**src/rtl/mem_arb_pkg.sv**
```systemverilog
// Shared types and constants for the Memory port arbiter: access modes, FSM states, owners.
// The optional round-robin policy is selected with MEM_ARB_RR_EN (see mem_arb_pick).
package mem_arb_pkg;

   localparam logic [1:0] MODE_BYTE = 2'b00;
   localparam logic [1:0] MODE_HALF = 2'b01;
   localparam logic [1:0] MODE_WORD = 2'b10;

   // Wide enough for any starvation bound up to 15.
   localparam int CNT_W = 4;

   typedef enum logic [1:0] {
      ST_IDLE   = 2'b00,
      ST_ACCESS = 2'b01,
      ST_RESP   = 2'b10
   } state_e;

   typedef enum logic [1:0] {
      OWN_NONE = 2'b00,
      OWN_IF   = 2'b01,
      OWN_D    = 2'b10
   } owner_e;

   // A new winner may only be picked on the edge leaving IDLE or RESP.
   function automatic logic is_arb_state(input state_e s);
      return (s == ST_IDLE) || (s == ST_RESP);
   endfunction

   function automatic logic mode_legal(input logic [1:0] m);
      return (m == MODE_BYTE) || (m == MODE_HALF) || (m == MODE_WORD);
   endfunction

endpackage

```
**src/rtl/mem_arb_pick.sv**
```systemverilog
// Winner select for the Memory port: D priority with an IF starvation bound, or round-robin
// when MEM_ARB_RR_EN is defined. Pure combinational; the top registers the result.
module mem_arb_pick
   import mem_arb_pkg::*;
#(
   parameter int STARVE_MAX = 4
) (
   input  logic             if_req_i,
   input  logic             d_req_i,
   input  logic             last_d_i,
   input  logic [CNT_W-1:0] cnt_i,
   output logic             gnt_if_o,
   output logic             gnt_d_o,
   output logic [CNT_W-1:0] cnt_d_o
);

`ifdef MEM_ARB_RR_EN
   logic unused_cnt;
   assign unused_cnt = ^cnt_i;

   // On contention the requester that was not granted last time wins.
   always_comb begin
      gnt_if_o = 1'b0;
      gnt_d_o  = 1'b0;
      cnt_d_o  = '0;
      if (if_req_i && d_req_i) begin
         gnt_if_o = last_d_i;
         gnt_d_o  = ~last_d_i;
      end else begin
         gnt_if_o = if_req_i;
         gnt_d_o  = d_req_i;
      end
   end
`else
   localparam logic [CNT_W-1:0] STARVE_LIM = CNT_W'(STARVE_MAX);

   logic force_if;
   logic unused_last;
   assign unused_last = last_d_i;

   assign force_if = if_req_i && (cnt_i == STARVE_LIM);

   // The count tracks consecutive D wins while IF waits; any IF win or idle IF clears it.
   always_comb begin
      gnt_d_o  = d_req_i && !force_if;
      gnt_if_o = if_req_i && !gnt_d_o;
      cnt_d_o  = '0;
      if (gnt_d_o && if_req_i) begin
         cnt_d_o = cnt_i + CNT_W'(1);
      end
   end
`endif

endmodule

```
**src/rtl/mem_port_arbiter.sv**
```systemverilog
// Memory port arbiter: shares one single-ported Memory between IF (read-only) and D (read/write).
// Define MEM_ARB_RR_EN for round-robin arbitration instead of D priority with a starvation bound.
module mem_port_arbiter
   import mem_arb_pkg::*;
#(
   parameter int ADDR_W     = 6,
   parameter int DATA_W     = 32,
   parameter int STARVE_MAX = 4
) (
   input  logic              clk,
   input  logic              rst,
   input  logic              if_req,
   input  logic [ADDR_W-1:0] if_addr,
   output logic              if_gnt,
   output logic              if_rvalid,
   output logic [DATA_W-1:0] if_rdata,
   input  logic              d_req,
   input  logic              d_we,
   input  logic [1:0]        d_mode,
   input  logic [ADDR_W-1:0] d_addr,
   input  logic [DATA_W-1:0] d_wdata,
   output logic              d_gnt,
   output logic              d_rvalid,
   output logic [DATA_W-1:0] d_rdata,
   output logic              mem_read,
   output logic              mem_write,
   output logic [1:0]        mem_mode,
   output logic [ADDR_W-1:0] mem_addr,
   output logic [DATA_W-1:0] mem_wdata,
   input  logic [DATA_W-1:0] mem_rdata,
   output logic              busy,
   output state_e            dbg_state
);

   // Handshake: a requester holds *_req and its address/data stable until *_gnt pulses (it may
   // withdraw before that); *_gnt marks the ACCESS cycle, *_rvalid pulses exactly one cycle later,
   // and a req still high after its rvalid is a fresh request. There is no back-pressure on rvalid.

   state_e            state_q;
   owner_e            owner_q;
   logic              last_d_q;
   logic [CNT_W-1:0]  cnt_q;
   logic              if_gnt_q;
   logic              d_gnt_q;
   logic              if_rvalid_q;
   logic              d_rvalid_q;
   logic [DATA_W-1:0] if_rdata_q;
   logic [DATA_W-1:0] d_rdata_q;
   logic              mem_read_q;
   logic              mem_write_q;
   logic [1:0]        mem_mode_q;
   logic [ADDR_W-1:0] mem_addr_q;
   logic [DATA_W-1:0] mem_wdata_q;

   logic              gnt_if_d;
   logic              gnt_d_d;
   logic [CNT_W-1:0]  cnt_d;
   logic              arb_en;

   assign arb_en = is_arb_state(state_q);

   mem_arb_pick #(
      .STARVE_MAX(STARVE_MAX)
   ) u_pick (
      .if_req_i (if_req),
      .d_req_i  (d_req),
      .last_d_i (last_d_q),
      .cnt_i    (cnt_q),
      .gnt_if_o (gnt_if_d),
      .gnt_d_o  (gnt_d_d),
      .cnt_d_o  (cnt_d)
   );

   always_ff @(posedge clk or negedge rst) begin
      if (!rst) begin
         state_q     <= ST_IDLE;
         owner_q     <= OWN_NONE;
         last_d_q    <= 1'b1;
         cnt_q       <= '0;
         if_gnt_q    <= 1'b0;
         d_gnt_q     <= 1'b0;
         if_rvalid_q <= 1'b0;
         d_rvalid_q  <= 1'b0;
         if_rdata_q  <= '0;
         d_rdata_q   <= '0;
         mem_read_q  <= 1'b0;
         mem_write_q <= 1'b0;
         mem_mode_q  <= '0;
         mem_addr_q  <= '0;
         mem_wdata_q <= '0;
      end else begin
         if_gnt_q    <= 1'b0;
         d_gnt_q     <= 1'b0;
         if_rvalid_q <= 1'b0;
         d_rvalid_q  <= 1'b0;
         if (arb_en) begin
            cnt_q       <= cnt_d;
            mem_read_q  <= 1'b0;
            mem_write_q <= 1'b0;
            if (gnt_if_d) begin
               state_q     <= ST_ACCESS;
               owner_q     <= OWN_IF;
               last_d_q    <= 1'b0;
               if_gnt_q    <= 1'b1;
               mem_read_q  <= 1'b1;
               mem_mode_q  <= MODE_WORD;
               mem_addr_q  <= if_addr;
               mem_wdata_q <= '0;
            end else if (gnt_d_d) begin
               state_q     <= ST_ACCESS;
               owner_q     <= OWN_D;
               last_d_q    <= 1'b1;
               d_gnt_q     <= 1'b1;
               mem_read_q  <= ~d_we;
               mem_write_q <= d_we;
               mem_mode_q  <= d_mode;
               mem_addr_q  <= d_addr;
               mem_wdata_q <= d_wdata;
            end else begin
               state_q <= ST_IDLE;
               owner_q <= OWN_NONE;
            end
         end else if (state_q == ST_ACCESS) begin
            state_q     <= ST_RESP;
            mem_read_q  <= 1'b0;
            mem_write_q <= 1'b0;
            if (!if_req) begin
               cnt_q <= '0;
            end
            // Read data is only captured for reads; a store leaves d_rdata untouched.
            if (owner_q == OWN_IF) begin
               if_rdata_q  <= mem_rdata;
               if_rvalid_q <= 1'b1;
            end else if (owner_q == OWN_D) begin
               d_rvalid_q <= 1'b1;
               if (mem_read_q) begin
                  d_rdata_q <= mem_rdata;
               end
            end
         end else begin
            state_q <= ST_IDLE;
            owner_q <= OWN_NONE;
         end
      end
   end

   assign if_gnt    = if_gnt_q;
   assign d_gnt     = d_gnt_q;
   assign if_rvalid = if_rvalid_q;
   assign d_rvalid  = d_rvalid_q;
   assign if_rdata  = if_rdata_q;
   assign d_rdata   = d_rdata_q;
   assign mem_read  = mem_read_q;
   assign mem_write = mem_write_q;
   assign mem_mode  = mem_mode_q;
   assign mem_addr  = mem_addr_q;
   assign mem_wdata = mem_wdata_q;
   assign busy      = (state_q != ST_IDLE);
   assign dbg_state = state_q;

   a_one_gnt: assert property (@(posedge clk) disable iff (!rst) !(if_gnt_q && d_gnt_q));
   a_one_rvalid: assert property (@(posedge clk) disable iff (!rst) !(if_rvalid_q && d_rvalid_q));
   a_write_in_access: assert property (@(posedge clk) disable iff (!rst)
      mem_write_q |-> (state_q == ST_ACCESS));
   a_mode_legal: assert property (@(posedge clk) disable iff (!rst)
      (mem_read_q || mem_write_q) |-> mode_legal(mem_mode_q));

endmodule

```
**config.mk**
```make
export PLATFORM = sky130hd
export DESIGN_NAME = mem_port_arbiter
export DESIGN_NICKNAME = d
export VERILOG_FILES = /design/src/rtl/mem_arb_pkg.sv /design/src/rtl/mem_arb_pick.sv /design/src/rtl/mem_port_arbiter.sv
export SDC_FILE = /design/constraint.sdc
export NUM_CORES = 1
export LEC_CHECK = 0
export ABC_AREA = 1
export CORE_UTILIZATION = 47
export DETAILED_ROUTE_END_ITERATION = 10
export PLACE_DENSITY = 0.91
export SKIP_LAST_GASP = 1
export SYNTH_ARGS = -nofsm -noshare
export SYNTH_HDL_FRONTEND = slang
export SYNTH_SLANG_ARGS = --single-unit
```
**constraint.sdc**
```tcl
create_clock -name clk -period 3.4 [get_ports clk]
set_input_delay 0.68 -clock clk [delete_from_list [all_inputs] [get_ports clk]]
set_output_delay 0.68 -clock clk [all_outputs]
set_load 0.05 [all_outputs]
```
[After elaboration in Yosys (flattened, before gate mapping)]
Cells that the tools add are included.
Storage, ports and cells
  register bits after elaboration: 118
  output and inout bits: 113
  word-level logic and storage cells: 77
Operators by class
  $add $sub $neg: 1
  equal/unequal tests: 7
  mux-type cells: 37
  bitwise operators: 3
  reduce and logical (&&, ||, !) cells: 15
Operator list (number)
  $mux 32: 2
  $mux 1: 21
  $mux 2: 8
  $mux 4: 4
  $mux 6: 2
  $reduce_bool 2->1: 3
  $reduce_and 5->1: 1
  $add 4x1->4 const B: 1
  $eq 2x1->1 const B: 2
  $eq 2x2->1 const B: 2
  $eq 4x3->1 const B: 1
  $logic_and 1x1->1: 4
  $reduce_and 2->1: 2
  $not 1->1: 3
  $reduce_and 3->1: 1
  $logic_not 1->1: 2
  $logic_not 2->1: 1
  $ne 2x1->1 const B: 1
  $ne 2x2->1 const B: 1
  $logic_or 1x1->1: 1

[Depth between registers and ports, before layout]
  depth in word-level cells: 8
  depth in mapped cells: 12
  gate-level depth less buffers: 11

[Modules after synthesis]
From an unflattened synthesis, not the netlist that was laid out.
Second synthesis, totals
  cells, all modules: 537
  area, all modules: 4737.0 um^2
Modules (own cells, without submodules)
  mem_port_arbiter: times used 1, cells an instance 517, area an instance 4618.2 um^2, seq. area each 2979.1 um^2
  mem_arb_pick: times used 1, cells an instance 20, area an instance 118.9 um^2, seq. area each 0.0 um^2

[Worst setup path after synthesis]
Ideal clock, no wire load.
  kind: register to output
  start: register state_q[0] (netlist: dbg_state[0])
  end: output port busy
  arrival time: 1.251 ns
  data required time: 2.720 ns
  path slack: 1.469 ns
  stages on the path, launching flop included: 3
  cells stage by stage: dfrtp_1 inv_1 nand2_1
On the way
  cells in the longest elaborated chain, start to end: 1
RTL lines
  start, declared: line mem_port_arbiter.sv:39  | state_e state_q;
  start signal, assigned: line mem_port_arbiter.sv:76  | state_q <= ST_IDLE;
  start signal, assigned: line mem_port_arbiter.sv:101  | state_q <= ST_ACCESS;
  start signal, assigned: line mem_port_arbiter.sv:110  | state_q <= ST_ACCESS;
  $reduce_bool 2->1: line mem_port_arbiter.sv:158  | assign busy = (state_q != ST_IDLE);
  end, declared: line mem_port_arbiter.sv:31  | output logic busy,
Every way passes these cells.

[Final worst setup path]
Ends and elaborated chain as after synthesis.

==> impl_metrics.toml <==
[outcome]
status = "completed"

[min_path]
hold_class = "primary input to asynchronous set/reset pin"

[finish]
drive_gt1_frac = 0.121
synthToLayoutAreaGrowth_pct = 51.1
final_util = 0.740
antenna_cells = 0
stdcell_count = 830
nets = 771
final_area_sq_um = 7300

[yosys]
synthTopCellsByCount = "nand2_1 (187), dfrtp_1 (118), inv_1 (54), o21ai_2 (38), o21ai_1 (18)"
ys_seq_elements = 118
yosysSeqAreaShare = 0.611
ys_warn_count = 0
synth.area.top_cells = "dfrtp_1 (61%), nand2_1 (15%), o21ai_2 (6.9%), inv_1 (4.2%), buf_6 (3.7%)"
post-synth-top-count-cell = "nand2_1"
synthFlopType = "dfrtp_1"
synth_top_area_share = 0.611
synth_edf_count = 0
synth_fp_nets = 576
async_reset_ff_frac = 1.00
synth_top_area_cell = "dfrtp_1"
synth_area_per_cell_sq_um = 9.84
syn_inst = 491
syn-cell-area_sq_um = 4830
ys_types = 26

[cts]
cts_sinks = 118
htree_levels = 4
ctsHoldBuffers = 0
root_buffer = "clkbuf_8"
insertion_delay_ns = 0.50
cts_tree = "yes"
post_cts_buffers = 0
cts_resized = 0
path_clk_slew_ns = 0.06
numCtsBuffers = 17
clk_path_buf_depth = 2

[sta]
drv_slew = 0
rsz0062_at_grt = "false"
period_needed_ns = 2.72
hold_violations = 0
whs_ns = 0.0434
finalClockSkew_ns = 0.0109
setup_viol = 0
fmax_mhz = 368
period_share = 0.800
setup_tns_ns = 0
slew_headroom = 0.430
tightest_slew_ns = 0.855

[placement]
place_hpwl_microns = 8430
gp_congestion = 0.845
io_buffers = 195
placed_area_sq_um = 6770
dp.cells = 800

[routing]
drc = 0
drt_first_pass_iters = 5
ant_nets = 0
wl_per_cell_microns = 14.6
drt_iter0_drc = 139
via_per_inst = 4.87
num_vias = 4040
wl_microns = 12100

[worst_setup_path]
endpoint_kind = "primary output"
criticalPathCategory = "flop to primary output"
cp.arrival_ns = 2.04
r2r_slack_ns = 1.30
timing.rr.start = "dbg_state[0]$_DFF_PN0_"
critPathRequiredTime_ns = 2.72
r2r_end = "if_rdata[20]$_DFFE_PN0P_"
cp-startpoint = "dbg_state[0]$_DFF_PN0_"
path_max_fanout = 9
r2r_cells = 6
startpoint_type = "flop"

[die]
num_rows = 36
dieArea_sq_um = 10700
fp.dieW_microns = 103
core_sq_um = 9860
die_h_microns = 103
boundaryPins = 196
start_util = 0.490

[grt]
grt_usage = 0.235
grt_max_degree = 102
overflow = 0
grt_pass1_vias = 4096
grt_pass1_wl_microns = 18800
antenna_found_initial = 0

[power_and_ir_drop]
p_leak_nw = 3.57
p_per_area_nw_per_um2 = 995
peakVddDrop_mv = 0.506

[job]
maxCapViolCount = 0
state kept, by name, indices dropped and copies added (netlist names):
signal / count
cnt_q: 4
d_gnt: 1
d_rdata: 32
d_rvalid: 1
dbg_state: 2
if_gnt: 1
if_rdata: 32
if_rvalid: 1
mem_addr: 6
mem_mode: 2
mem_read: 1
mem_wdata: 32
mem_write: 1
owner_q: 2
metal layers:
layer	share of wire	global-route usage
met1	0.41	0.268
met2	0.49	0.394
met3	0.087	0.0813
met4	0.019	0.115
met5	0	0
through the flow:
| stage | power (mW) | setup WS (ns) |
|---|---|---|
| after detailed placement | 5.70 | 0.764 |
| after global routing | 7.60 | 0.633 |
| final | 7.26 | 0.680 |
| after CTS | 7.31 | 0.668 |
| after floorplan | 4.43 | 1.47 |
| after global placement | 5.62 | 0.937 |
worst max-delay path by stage:
stage,cells after the start,slack (ns),to
2_1_floorplan,2,1.47,busy
3_3_place_gp,10,0.94,mem_wdata[27]$_DFFE_PN0P_
3_5_place_dp,10,0.76,mem_wdata[9]$_DFFE_PN0P_
4_1_cts,3,0.67,busy
5_1_grt,3,0.63,busy
6_report,3,0.68,busy
cells in the final DEF (no fill, tap or decap), drive strengths merged:
cell and instances:
clkdlybuf4s50 194, nand2 193, dfrtp 118, o21ai 69
inv 58, clkbuf 20, nand3 17, clkinv 6
buf 4, o22ai 3, clkinvlp 3, ha 2
nor2 2, nor3 1, nand4 1, mux2i 1
nand3b 1, or2 1, xnor2 1, xor2 1
bufinv 1
where the power goes:
part           internal (mW)  switching [mW]  total, mW
clock network          0.988           0.594       1.58
logic                   1.14            2.36       3.50
registers               1.89           0.292       2.18
total                   4.02            3.24       7.26
logic make-up (layout without fill, tap and decap cells):
family | Yosys count | after routing | share of synthesized area
flops | 118 | 118 | 0.611
xor+xnor | 2 | 2 | 0.00363
buf+inv | 80 | 286 | 0.0888
simple gates | 216 | 216 | 0.184
compound gates | 72 | 72 | 0.105
mux | 1 | 1 | 0.00207
fa+ha+maj | 2 | 2 | 0.00518
worst max-delay path: stages, from the launching register on:
cell and delay, ns:
dfrtp_1 0.50, inv_1 0.14, nand2_1 0.10, clkdlybuf4s50_1 0.80
area by class of cell:
cell class / instances / area (sq um)
clock buffers: 20 / 445
clock inverters: 10 / 82.6
fillers: 625 / 2560
inverters: 58 / 218
multi-input cells: 293 / 1450
flip-flops and latches: 118 / 2950
well taps: 133 / 166
repair buffers: 198 / 1980
Note: power is estimated with default switching activity, not from simulation.
